<file path="src/rtl/bus_handoff.sv">
// Two-entry registered valid/ready buffer with a skid register that cuts the ready path.
// Optional transfer counter on xfer_count when BUS_HANDOFF_COUNT_EN is defined.
//
// state | meaning
// EMPTY | no word held, out_valid low
// ONE   | out_reg holds the presented word
// FULL  | out_reg presented, skid_reg holds the next word, in_ready low
module bus_handoff #(
  parameter int BUS_WIDTH = 8
) (
  input  logic                 clk,
  input  logic                 reset,
  input  logic                 in_valid,
  input  logic [BUS_WIDTH-1:0] in_data,
  output logic                 in_ready,
  output logic                 out_valid,
  output logic [BUS_WIDTH-1:0] out_data,
  input  logic                 out_ready
`ifdef BUS_HANDOFF_COUNT_EN
  ,
  output logic [15:0]          xfer_count
`endif
);

  localparam logic [1:0] EMPTY = 2'd0;
  localparam logic [1:0] ONE   = 2'd1;
  localparam logic [1:0] FULL  = 2'd2;

  logic [1:0]           state;
  logic [1:0]           next_state;
  logic [BUS_WIDTH-1:0] out_reg;
  logic [BUS_WIDTH-1:0] skid_reg;
  logic                 accept;
  logic                 take;

  assign out_valid = (state != EMPTY);
  assign out_data  = out_reg;
  assign accept    = in_valid & in_ready;
  assign take      = out_valid & out_ready;

  always_comb begin
    next_state = state;
    case (state)
      EMPTY: if (accept) next_state = ONE;
      ONE: begin
        if (accept && !take)      next_state = FULL;
        else if (take && !accept) next_state = EMPTY;
      end
      FULL: if (take) next_state = ONE;
      default: next_state = EMPTY;
    endcase
  end

  // in_ready is registered from next_state so out_ready never reaches it combinationally
  always_ff @(posedge clk) begin
    if (reset) begin
      state    <= EMPTY;
      in_ready <= 1'b0;
      out_reg  <= '0;
      skid_reg <= '0;
    end else begin
      state    <= next_state;
      in_ready <= (next_state != FULL);
      case (state)
        EMPTY: if (accept) out_reg <= in_data;
        ONE: begin
          if (accept && take) out_reg  <= in_data;
          else if (accept)    skid_reg <= in_data;
        end
        FULL: if (take) out_reg <= skid_reg;
        default: ;
      endcase
    end
  end

`ifdef BUS_HANDOFF_COUNT_EN
  logic [15:0] cnt;

  always_ff @(posedge clk) begin
    if (reset)                      cnt <= '0;
    else if (take && cnt != 16'hFFFF) cnt <= cnt + 16'd1;
  end

  assign xfer_count = cnt;
`endif

endmodule

</file>
<file path="config.mk">
export PLATFORM = sky130hd
export DESIGN_NAME = bus_handoff
export DESIGN_NICKNAME = d
export VERILOG_FILES = /design/src/rtl/bus_handoff.sv
export SDC_FILE = /design/constraint.sdc
export NUM_CORES = 1
export LEC_CHECK = 0
export ABC_AREA = 1
export CELL_PAD_IN_SITES_DETAIL_PLACEMENT = 1
export CELL_PAD_IN_SITES_GLOBAL_PLACEMENT = 1
export CORE_ASPECT_RATIO = 1.2
export CORE_MARGIN = 4
export CORE_UTILIZATION = 35
export DETAILED_ROUTE_END_ITERATION = 16
export PLACE_DENSITY_LB_ADDON = 0.1
export SYNTH_ARGS = -nofsm -noshare
export SYNTH_HDL_FRONTEND = slang
export SYNTH_SLANG_ARGS = --single-unit
</file>
<file path="constraint.sdc">
create_clock -name clk -period 1.9 [get_ports clk]
set_input_delay 0.285 -clock clk [delete_from_list [all_inputs] [get_ports clk]]
set_output_delay 0.285 -clock clk [all_outputs]
set_load 0.05 [all_outputs]
</file>
# [Word level (Yosys, flattened, before mapping)]
# Index checks and enable logic that the tools add are counted.
[word_totals] register_bits=19 output_inout_bits=10 word_cells=32 inputBits=12
[op_classes] reduce_logical=10 mux=9 eq_ne=6 bitwise_logic=3
[ops] cell="2-to-1 mux 8 bit" n=3
[ops] cell="one-hot mux 8 bit (3 select lines)" n=1
[ops] cell="2-to-1 mux 2 bit" n=4
[ops] cell="inequality test 2 bit, second input constant" n=4
[ops] cell="one-hot mux 2 bit (3 select lines)" n=1
[ops] cell="AND reduction 4 bit" n=1
[ops] cell="logical AND 1 bit" n=3
[ops] cell="AND reduction 3 bit" n=1
[ops] cell="nonzero test 3 bit" n=1
[ops] cell="bitwise AND 1 bit" n=2
[ops] cell="== test 2 x 1 -> 1 bit, second input constant" n=1
[ops] cell="== test 2 bit, second input constant" n=1
[ops] cell="zero test 1 bit" n=2
[ops] cell="zero test 2 bit" n=1
[ops] cell="nonzero test 2 bit" n=1
[ops] cell="inverter 1 bit" n=1

# [Depth between registers and ports, before layout]
# Gate-level depths: netlist of the first run.
[depth] depth_word=7 depth_mapped=7

# [Least setup slack after synthesis of the first run]
# No wires, ideal clock.
[synth_timing] path_type="register to register" startpoint="register in_ready" endpoint="register skid_reg[0]" arrival_time_ns=1.281 required_time_ns=1.784 path_slack_ns=0.504 period_less_slack_ns=1.396 stages_incl_launch_ff=7 path_cell_list="dfxtp_1 nand2_1 nor2_1 nand2_1 buf_2 o21ai_0 nor2_1"
[synth_between] elab_chain_cells=4
[synth_lines] element="from (decl)" line_no="15" rtl="output logic in_ready,"
[synth_lines] element="from (signal assigned)" line_no="63" rtl="in_ready <= (next_state != FULL);"
[synth_lines] element="bitwise AND 1 bit *" line_no="38" rtl="assign accept = in_valid & in_ready;"
[synth_lines] element="logical AND 1 bit" line_no="67" rtl="if (accept && take) out_reg <= in_data;"
[synth_lines] element="inverter 1 bit (no source line)"
[synth_lines] element="AND reduction 3 bit (no source line) *"
[synth_lines] element="to (signal assigned)" line_no="68" rtl="else if (accept) skid_reg <= in_data;"
[synth_lines] element="to (decl)" line_no="32" rtl="logic [BUS_WIDTH-1:0] skid_reg;"
# Every way passes the cells marked *; elsewhere a longest branch is shown, timed or not.
# A chain may end at the register's enable or synchronous reset.

# [Worst setup path after layout of the first run]
[layout_timing] startpoint="register out_reg[7], in the netlist out_data[7]" endpoint="output port out_data[7]"
[layout_rtl] element="from (decl)" line_no="31" rtl="logic [BUS_WIDTH-1:0] out_reg;"
[layout_rtl] element="from (signal assigned)" line_no="65" rtl="EMPTY: if (accept) out_reg <= in_data;"
[layout_rtl] element="from (signal assigned)" line_no="67"
[layout_rtl] element="from (signal assigned)" line_no="70" rtl="FULL: if (take) out_reg <= skid_reg;"
[layout_rtl] element="to (decl)" line_no="17" rtl="output logic [BUS_WIDTH-1:0] out_data,"
# No word-level cell between the ends.

==> results of run 1 <==
## cell type report
cell class,instances,area (sq um),share of cell area
Clock buffer,4,26.3,0.0230
Tap cell,31,38.8,0.0340
Inverter,14,52.6,0.0461
Sequential cell,19,380,0.333
Timing Repair Buffer,22,228,0.200
Multi-Input combinational cell,98,415,0.364
## power by group through the flow
stage,clock network [mW],logic (mW),registers [mW]
floorplan,0,0.0721,0.485
global route,0.232,0.205,0.430
CTS,0.209,0.190,0.428
global placement,0,0.185,0.435
finish,0.198,0.188,0.427
detailed placement,0,0.189,0.437
## cells in the mapped netlist
library cell | instances | area share
nand3_1 | 9 | 0.050
o21ai_0 | 8 | 0.045
nand3_4 | 1 | 0.020
o21ai_2 | 1 | 0.0098
nand2_1 | 39 | 0.16
clkbuf_8 | 1 | 0.015
dfxtp_1 | 19 | 0.43
nor2_1 | 36 | 0.15
inv_1 | 12 | 0.050
buf_6 | 2 | 0.025
buf_2 | 2 | 0.011
a21oi_1 | 2 | 0.011
inv_2 | 2 | 0.0084
nand2_2 | 1 | 0.0070
nand4_1 | 1 | 0.0070
## cell families (layout without fill, tap and decap cells)
family,count (synthesis),count (layout)
compound gates,11,11
simple gates,87,87
flops,19,19
buf+inv,19,40
## stage by stage
step / setup slack [ns] / hold WS (ns) / total power [mW]
after floorplan: 0.504 / 0.354 / 0.557
after global placement: 0.307 / 0.470 / 0.620
after detailed placement: 0.221 / 0.487 / 0.626
after CTS: 0.140 / 0.504 / 0.827
after global routing: 0.0941 / 0.525 / 0.867
final: 0.164 / 0.503 / 0.813
## worst max-delay path by stage
stage                        startpoint                       end  slack, ns  depth (start not counted)
2_1_floorplan       in_ready$_SDFF_PP0_  skid_reg[0]$_SDFFE_PP0P_       0.50                          6
3_3_place_gp                   in_valid  skid_reg[6]$_SDFFE_PP0P_       0.31                          7
3_5_place_dp                   in_valid  skid_reg[6]$_SDFFE_PP0P_       0.22                          7
4_1_cts        out_data[7]$_SDFFE_PP0P_               out_data[7]       0.14                          1
5_1_grt        out_data[7]$_SDFFE_PP0P_               out_data[7]       0.09                          1
6_report       out_data[7]$_SDFFE_PP0P_               out_data[7]       0.16                          1
## routing by layer
metal / vias to the layer above / share of wire
met1: 367 / 0.47
met3: 2 / 0.037
met2: 13 / 0.48
li1: 458 / -
met5: - / 0
met4: 0 / 0.0084
==> results by group, run 1 <==
Outcome
  • Outcome: complete, no violations

Place
  • Area after DPL: around 1100 sq um
  • Port-buffer cells: 21
  • Detail Placement HPWL: 1.66 mm
  • Placer Congestion: around 0.76
  • Inst Count DP: 184

Routing
  • Total Wirelength: roughly 2.1 mm
  • Via count: 840
  • DRC Markers: 0
  • Iter 0 DRT Violations: 5
  • DRT antenna net count: 0
  • Vias per inst: around 4.5
  • WL per Instance: about 11 um
  • DRT Pass-1 Iters: 3

Die
  • Die Area: 3430 sq um
  • FP Rows: 19
  • Initial Util: 0.376
  • Die Wd: 54.2 um
  • Die height: 63.4 um
  • I/O pin count: 22
  • Core footprint: around 2400 sq um

Clock tree
  • PostCTS Resize Cnt: 0
  • Total CTS buffers: 3
  • Clk root buf: clkbuf_4
  • Worst skew pair latency: 0.29 ns
  • Clk buf depth: 2
  • Htree depth: 1
  • Clock transition at the registers of the reported paths: approximately 0.1 ns
  • Hold_buf cts: 0
  • Sink Count: 19
  • CTS tree: built
  • Post-CTS Setup Inserts: 0

Finish
  • # fillers: ~320
  • Final antenna diode count: 0
  • Final #Nets: 170
  • Share of layout cells above drive strength 1: 0.0637
  • Fin util: 0.480
  • Layout Cells excl Fill: about 190
  • Area growth from synthesis to layout: 27.6%
  • Final Cell Area: 1140 sq um
  • Most common cell after layout, fill and taps aside: nand2_1
  • Most frequent cells in the layout: nand2_1, nor2_1, clkdlybuf4s50_1

Timing
  • Crit share post-route: 0.913
  • Max Clock Freq: approximately 580 MHz
  • Layout Skew: 0.00520 ns
  • Slew Limit Headroom: 0.663
  • RSZ-0062 raised after global routing: false
  • Slew Limit Fails: 0
  • Number of hold violations in the final report: 0
  • Post-route minimum period: ~1.7 ns
  • Setup tns final: 0 ns
  • Setup-failing EPs final: 0
  • Slew @ Worst Pin: a little over 0.5 ns

Pwr
  • Sw frac: 0.299
  • Share of power burned in registers: 0.526
  • Cell Pwr Density: 713 nW/um^2
  • Clock share of power: 0.244
  • Gate power share: 0.231
  • P_sw: ~0.24 mW
  • VDD IR max: approximately 420 uV
  • Static leakage: roughly 0.54 nW
  • Internal power: ~0.57 mW

Hold path
  • Hold Path Class: reg -> reg
  • Hold depth: 2
  • WHS Endpoint: skid_reg[4]$_SDFFE_PP0P_
  • Hold wc startpoint: skid_reg[4]$_SDFFE_PP0P_

Logic synthesis
  • Syn. warnings: 0
  • Post-synthesis adder-cell area fraction: 0
  • Compound-Gate Fraction of Synth Area: 0.0657
  • Cell area after synthesis: a little under 900 sq um
  • Mux cell area share after synthesis: 0
  • FF+latch count, synth: 19
  • Mapped Cells: about 140
  • Synth Area in Simple Gates: 0.399
  • Largest family of logic cells by synthesized area: simple AND/OR/NAND/NOR gates
  • Xor/xnor share of the synthesized area: 0
  • Synth cell types: 15
  • Synthesized Nets: between 100 and 150
  • Register area share after synthesis: 0.425
  • Syn Area/Cell: 6.58 sq um

Setup path
  • WS Path Type: reg -> out
  • Setup crit end kind: output pin
  • Worst path slowest cell: clkdlybuf4s50_1
  • R2r endpoint: skid_reg[1]$_SDFFE_PP0P_
  • Critical path peak fanout: 2
  • Setup slack, reg-to-reg: roughly 0.5 ns
  • Reg2Reg Depth: 6
  • Worst Path Arrival: approximately 1.5 ns
  • CP delay by family, top: buffers and inverters
  • Crit start category: register
  • Largest stage delay, worst path: 0.81 ns
  • Worst reg2reg path startpoint: state[0]$_SDFF_PP0_
  • Critical-path cell list: clkdlybuf4s50_1
  • Required time worst endpoint: 1.62 ns
  • WP buf/inv: 1

Global route
  • Remaining global-route overflow: 0
  • Met1 Track Usage GR: 0.175
  • Global routing's busiest layer: met2
  • Largest net degree at the start of global routing: 18
  • Number of global-route vias before repair: 817
  • Met2 Use GR: 0.225
  • Met3 global-route usage: 0.0212
  • First-pass GRT wire length: about 3.6 mm
  • Initial antenna violation count: 0
  • Gr usage total: 0.138

Job
  • Max Cap Viol: 0
(Power assumes the default switching activity.)
==> inputs of run 2 (changes only) <==
--- a/config.mk
+++ b/config.mk
@@ -11,8 +11,10 @@
 export CORE_ASPECT_RATIO = 1.2
 export CORE_MARGIN = 4
 export CORE_UTILIZATION = 35
+export CTS_BUF_LIST = sky130_fd_sc_hd__clkbuf_16
 export DETAILED_ROUTE_END_ITERATION = 16
 export PLACE_DENSITY_LB_ADDON = 0.1
+export SKIP_CTS_REPAIR_TIMING = 1
 export SYNTH_ARGS = -nofsm -noshare
 export SYNTH_HDL_FRONTEND = slang
 export SYNTH_SLANG_ARGS = --single-unit
==> run 2 against run 1 <==
  * First-iteration DRC count rose by 40%
  * Fmax rose by 3.6%
  * Die area did not move
  * Final area rose by 4.6%
  * Clock power rose by 110%
  * Non-clock buffer count did not move
  * Flip-flop and latch count did not move
==> results by group, run 2 (synthesized netlist as in run 1, its figures left out) <==
Timing
  • Slew Limit Headroom: 0.663
  • Layout Skew: about 0.0017 ns
  • RSZ-0062 raised after global routing: false
  • Hold Slack: roughly 0.5 ns
  • Setup-failing EPs final: 0
  • Setup tns final: 0 ns
  • Slew Limit Fails: 0
  • Crit share post-route: 0.882
  • Number of hold violations in the final report: 0
  • Post-route minimum period: 1.68 ns
  • Slew @ Worst Pin: 0.504 ns
  • Max Clock Freq: ~600 MHz

Clock tree
  • Total CTS buffers: 3
  • Clock transition at the registers of the reported paths: around 0.050 ns
  • Clk root buf: clkbuf_16
  • Sink Count: 19
  • Htree depth: 1
  • Worst skew pair latency: 0.25 ns
  • CTS tree: built
  • Clk buf depth: 2

Finish
  • Final #Nets: 170
  • Final Cell Area: 1190 sq um
  • Final antenna diode count: 0
  • Fin util: 0.502
  • Most common cell after layout, fill and taps aside: nand2_1
  • Share of layout cells above drive strength 1: 0.0637
  • Most frequent cells in the layout: nand2_1, nor2_1, clkdlybuf4s50_1
  • Area growth from synthesis to layout: 33.4%
  • Layout Cells excl Fill: around 190

Routing
  • Vias per inst: 4.54
  • DRT Pass-1 Iters: 3
  • Iter 0 DRT Violations: 7
  • Total Wirelength: between 2 and 2.5 mm
  • Via count: ~850
  • WL per Instance: between 10 and 15 um
  • DRC Markers: 0
  • DRT antenna net count: 0

Hold path
  • WHS Endpoint: skid_reg[4]$_SDFFE_PP0P_
  • Hold wc startpoint: skid_reg[4]$_SDFFE_PP0P_
  • Hold depth: 2
  • Hold Path Class: reg -> reg

Die
  • Initial Util: 0.376
  • I/O pin count: 22
  • Core footprint: 2380 sq um
  • Die Area: around 3400 sq um
  • Die Wd: between 50 and 60 um
  • FP Rows: 19
  • Die height: ~63 um

Setup path
  • WS Path Type: reg -> out
  • WP buf/inv: 1
  • Worst reg2reg path startpoint: state[0]$_SDFF_PP0_
  • Setup crit end kind: output pin
  • Largest stage delay, worst path: ~0.81 ns
  • Critical-path cell list: clkdlybuf4s50_1
  • Crit start category: register
  • Setup slack, reg-to-reg: between 0.5 and 0.6 ns
  • Worst path slowest cell: clkdlybuf4s50_1
  • Required time worst endpoint: approximately 1.6 ns
  • Critical path peak fanout: 2
  • R2r endpoint: skid_reg[1]$_SDFFE_PP0P_
  • CP delay by family, top: buffers and inverters
  • Worst Path Arrival: ~1.4 ns
  • Reg2Reg Depth: 6

Pwr
  • P_sw: ~0.27 mW
  • Internal power: about 0.77 mW
  • Sw frac: 0.261
  • Share of power burned in registers: 0.412
  • Clock share of power: 0.408
  • VDD IR max: 484 uV
  • Static leakage: 0.564 nW
  • Gate power share: 0.181
  • Cell Pwr Density: between 800 and 900 nW/um^2

Place
  • Port-buffer cells: 21
  • Detail Placement HPWL: ~1.7 mm
  • Inst Count DP: 184
  • Area after DPL: between 1000 and 1500 sq um
  • Placer Congestion: 0.763

Global route
  • Remaining global-route overflow: 0
  • Largest net degree at the start of global routing: 18
  • Number of global-route vias before repair: between 800 and 900
  • Gr usage total: 0.147
  • Initial antenna violation count: 0
  • First-pass GRT wire length: roughly 3.7 mm

Job
  • Max Cap Viol: 0

Outcome
  • Outcome: complete, no violations
run 2: power groups by stage:
stage	clock (mW)	sequential (mW)	combinational, mW
after CTS	0.435	0.428	0.191
after global placement	0	0.435	0.185
after floorplan	0	0.485	0.0721
after global routing	0.456	0.430	0.206
final	0.424	0.428	0.188
after detailed placement	0	0.437	0.189
run 2: final cells by class:
class	instances	area (sq um)
Inverter	14	52.6
Fill cell	313	1180
Multi-Input combinational cell	98	415
Tap cell	31	38.8
Timing Repair Buffer	22	228
Clock buffer	3	75.1
Clock inverter	1	3.75
Sequential cell	19	380
run 2: per-stage QoR:
| step | total power, mW | worst slack, ns |
|---|---|---|
| 5_1_grt | 1.09 | 0.173 |
| 4_1_cts | 1.05 | 0.209 |
| 3_3_place_gp | 0.620 | 0.307 |
| 6_report | 1.04 | 0.224 |
| 3_5_place_dp | 0.626 | 0.221 |
| 2_1_floorplan | 0.557 | 0.504 |
run 2: how the worst max path moves through the flow:
stage                        startpoint                  endpoint  slack (ns)  depth (start not counted)
2_1_floorplan       in_ready$_SDFF_PP0_  skid_reg[0]$_SDFFE_PP0P_        0.50                          6
3_3_place_gp                   in_valid  skid_reg[6]$_SDFFE_PP0P_        0.31                          7
3_5_place_dp                   in_valid  skid_reg[6]$_SDFFE_PP0P_        0.22                          7
4_1_cts        out_data[7]$_SDFFE_PP0P_               out_data[7]        0.21                          1
5_1_grt        out_data[7]$_SDFFE_PP0P_               out_data[7]        0.17                          1
6_report       out_data[7]$_SDFFE_PP0P_               out_data[7]        0.22                          1
run 2: metal layers:
metal | part of all wire | vias up | track usage
met1 | 0.47 | 377 | 0.188
met3 | 0.039 | 4 | 0.0283
met5 | 0 | - | 0
li1 | - | 457 | -
met2 | 0.48 | 16 | 0.231
met4 | 0.016 | 0 | 0.0654
run 2: worst register-to-register path, cell delays in order (launching register included):
cell	delay, ns
dfxtp_1	0.43
inv_2	0.14
nor2_1	0.11
nand2_1	0.20
inv_1	0.27
nor2_1	0.07
nor2_1	0.11
==> inputs of run 3 (changes only) <==
--- a/config.mk
+++ b/config.mk
@@ -9,12 +9,14 @@
 export CELL_PAD_IN_SITES_DETAIL_PLACEMENT = 1
 export CELL_PAD_IN_SITES_GLOBAL_PLACEMENT = 1
 export CORE_ASPECT_RATIO = 1.2
-export CORE_MARGIN = 4
+export CORE_MARGIN = 2
 export CORE_UTILIZATION = 35
 export CTS_BUF_LIST = sky130_fd_sc_hd__clkbuf_16
+export CTS_CLUSTER_SIZE = 24
 export DETAILED_ROUTE_END_ITERATION = 16
 export PLACE_DENSITY_LB_ADDON = 0.1
 export SKIP_CTS_REPAIR_TIMING = 1
+export SLEW_MARGIN = 20
 export SYNTH_ARGS = -nofsm -noshare
 export SYNTH_HDL_FRONTEND = slang
 export SYNTH_SLANG_ARGS = --single-unit
==> run 3 against run 2 <==
  * Flip-flop and latch count did not move
  * Largest cell class unchanged
  * Largest power group unchanged
  * Sequential share of layout area fell by 0.067 points
  * Setup slack improved by 0.0056 ns
  * Total power rose by 0.17%
  * Count of clock-buffer cells in the layout did not move
  * Critical path depth did not move
  * Via count rose by 3.3%
  * Final cell count rose by 1.1%
==> results by group, run 3 (synthesized netlist as in run 1, its figures left out) <==
Routing
  • Via count: slightly below 900
  • WL per Instance: roughly 12 um
  • DRT Pass-1 Iters: 4
  • Total Wirelength: 2.27 mm
  • DRT antenna net count: 0
  • Vias per inst: between 4 and 5
  • DRC Markers: 0
  • Iter 0 DRT Violations: 11

Timing
  • Setup-failing EPs final: 0
  • Max Clock Freq: between 500 and 600 MHz
  • Number of hold violations in the final report: 0
  • Hold Slack: slightly below 0.5 ns
  • Slew Limit Fails: 0
  • Crit share post-route: 0.879
  • Setup tns final: 0 ns
  • Layout Skew: 0.00229 ns
  • Post-route minimum period: 1.67 ns
  • Slew Limit Headroom: 0.667
  • Slew @ Worst Pin: around 0.50 ns
  • RSZ-0062 raised after global routing: false

Setup path
  • Setup slack, reg-to-reg: around 0.42 ns
  • Critical-path cell list: clkdlybuf4s50_1
  • Worst path slowest cell: clkdlybuf4s50_1
  • WS Path Type: reg -> out
  • Required time worst endpoint: 1.62 ns
  • Worst Path Arrival: 1.39 ns
  • WP buf/inv: 1
  • Largest stage delay, worst path: 0.81 ns
  • CP delay by family, top: buffers and inverters
  • Crit start category: register
  • Critical path peak fanout: 2
  • Setup crit end kind: output pin

Finish
  • Most common cell after layout, fill and taps aside: nand2_1
  • # fillers: 324
  • Final #Nets: 170
  • Final antenna diode count: 0
  • Area growth from synthesis to layout: 33.7%
  • Layout Cells excl Fill: between 150 and 200
  • Most frequent cells in the layout: nand2_1, nor2_1, clkdlybuf4s50_1
  • Share of layout cells above drive strength 1: 0.0637

Place
  • Detail Placement HPWL: approximately 1.7 mm
  • Inst Count DP: ~190
  • Port-buffer cells: 21
  • Placer Congestion: approximately 0.73

Clock tree
  • Worst skew pair latency: 0.25 ns
  • Clk root buf: clkbuf_16
  • Clk buf depth: 2
  • Total CTS buffers: 3
  • Sink Count: 19
  • CTS tree: built
  • Htree depth: 1
  • Clock transition at the registers of the reported paths: approximately 0.050 ns

Hold path
  • Hold Path Class: reg -> reg

Pwr
  • Cell Pwr Density: 871 nW/um^2
  • VDD IR max: ~580 uV
  • Static leakage: around 0.56 nW

Die
  • Initial Util: 0.361
  • Core footprint: between 2000 and 2500 sq um
  • Die height: 59.4 um
  • I/O pin count: 22
  • Die Area: slightly below 3000 sq um
  • Die Wd: 50.2 um
  • FP Rows: 20

Global route
  • Largest net degree at the start of global routing: 18
  • Number of global-route vias before repair: between 800 and 900
  • Gr usage total: 0.172
  • First-pass GRT wire length: 3.79 mm
  • Remaining global-route overflow: 0
  • Initial antenna violation count: 0

Job
  • Max Cap Viol: 0

Outcome
  • Outcome: complete, no violations
==> run 3: cell counts in the layout (fill, tap and decap cells not counted) <==
Identical to the previous run, type by type.
==> run 3: area by class of cell <==
class,instances,area (sq um),share of cell area
Clock buffer,3,75.1,0.0628
Clock inverter,1,3.75,0.00314
Inverter,14,52.6,0.0439
Multi-Input combinational cell,98,415,0.347
Sequential cell,19,380,0.318
Tap cell,33,41.3,0.0345
Timing Repair Buffer,22,228,0.190
==> run 3: power breakdown <==
group	total, mW	switching [mW]	internal (mW)
logic	0.188	0.117	0.0717
clock network	0.426	0.146	0.280
registers	0.428	0.0103	0.417
==> run 3: path summary, 6_finish.rpt <==
check,from,endpoint,depth (start not counted)
worst max-delay path,in_ready$_SDFF_PP0_,in_ready,1
worst min-delay path,skid_reg[3]$_SDFFE_PP0P_,skid_reg[3]$_SDFFE_PP0P_,2
worst max register to register,state[0]$_SDFF_PP0_,skid_reg[5]$_SDFFE_PP0P_,6
worst min register to register,skid_reg[3]$_SDFFE_PP0P_,skid_reg[3]$_SDFFE_PP0P_,2
==> run 3: per-layer routing <==
layer  vias to the layer above  global-route usage  wire length [um]
met1                       404               0.186               988
met3                         4              0.0253                70
li1                        456                   -                 -
met4                         0              0.0952                39
met2                        18               0.318              1170
met5                         -                   0                 0
==> run 3: worst register-to-register path, stage by stage, from the launching register on <==
cell and delay, ns:
dfxtp_1 0.42, inv_2 0.14, nor2_1 0.11, nand2_1 0.22, inv_1 0.29, nor2_1 0.09
nor2_1 0.13
==> run 3: through the flow <==
stage / util / power, mW / cell area [sq um] / setup slack, ns
2_1_floorplan: - / 0.557 / 895 / 0.504
3_3_place_gp: 0.451 / 0.622 / 1120 / 0.294
3_5_place_dp: 0.451 / 0.626 / 1120 / 0.189
4_1_cts: 0.483 / 1.06 / 1200 / 0.214
5_1_grt: 0.483 / 1.09 / 1200 / 0.187
6_report: 0.483 / 1.04 / 1200 / 0.230
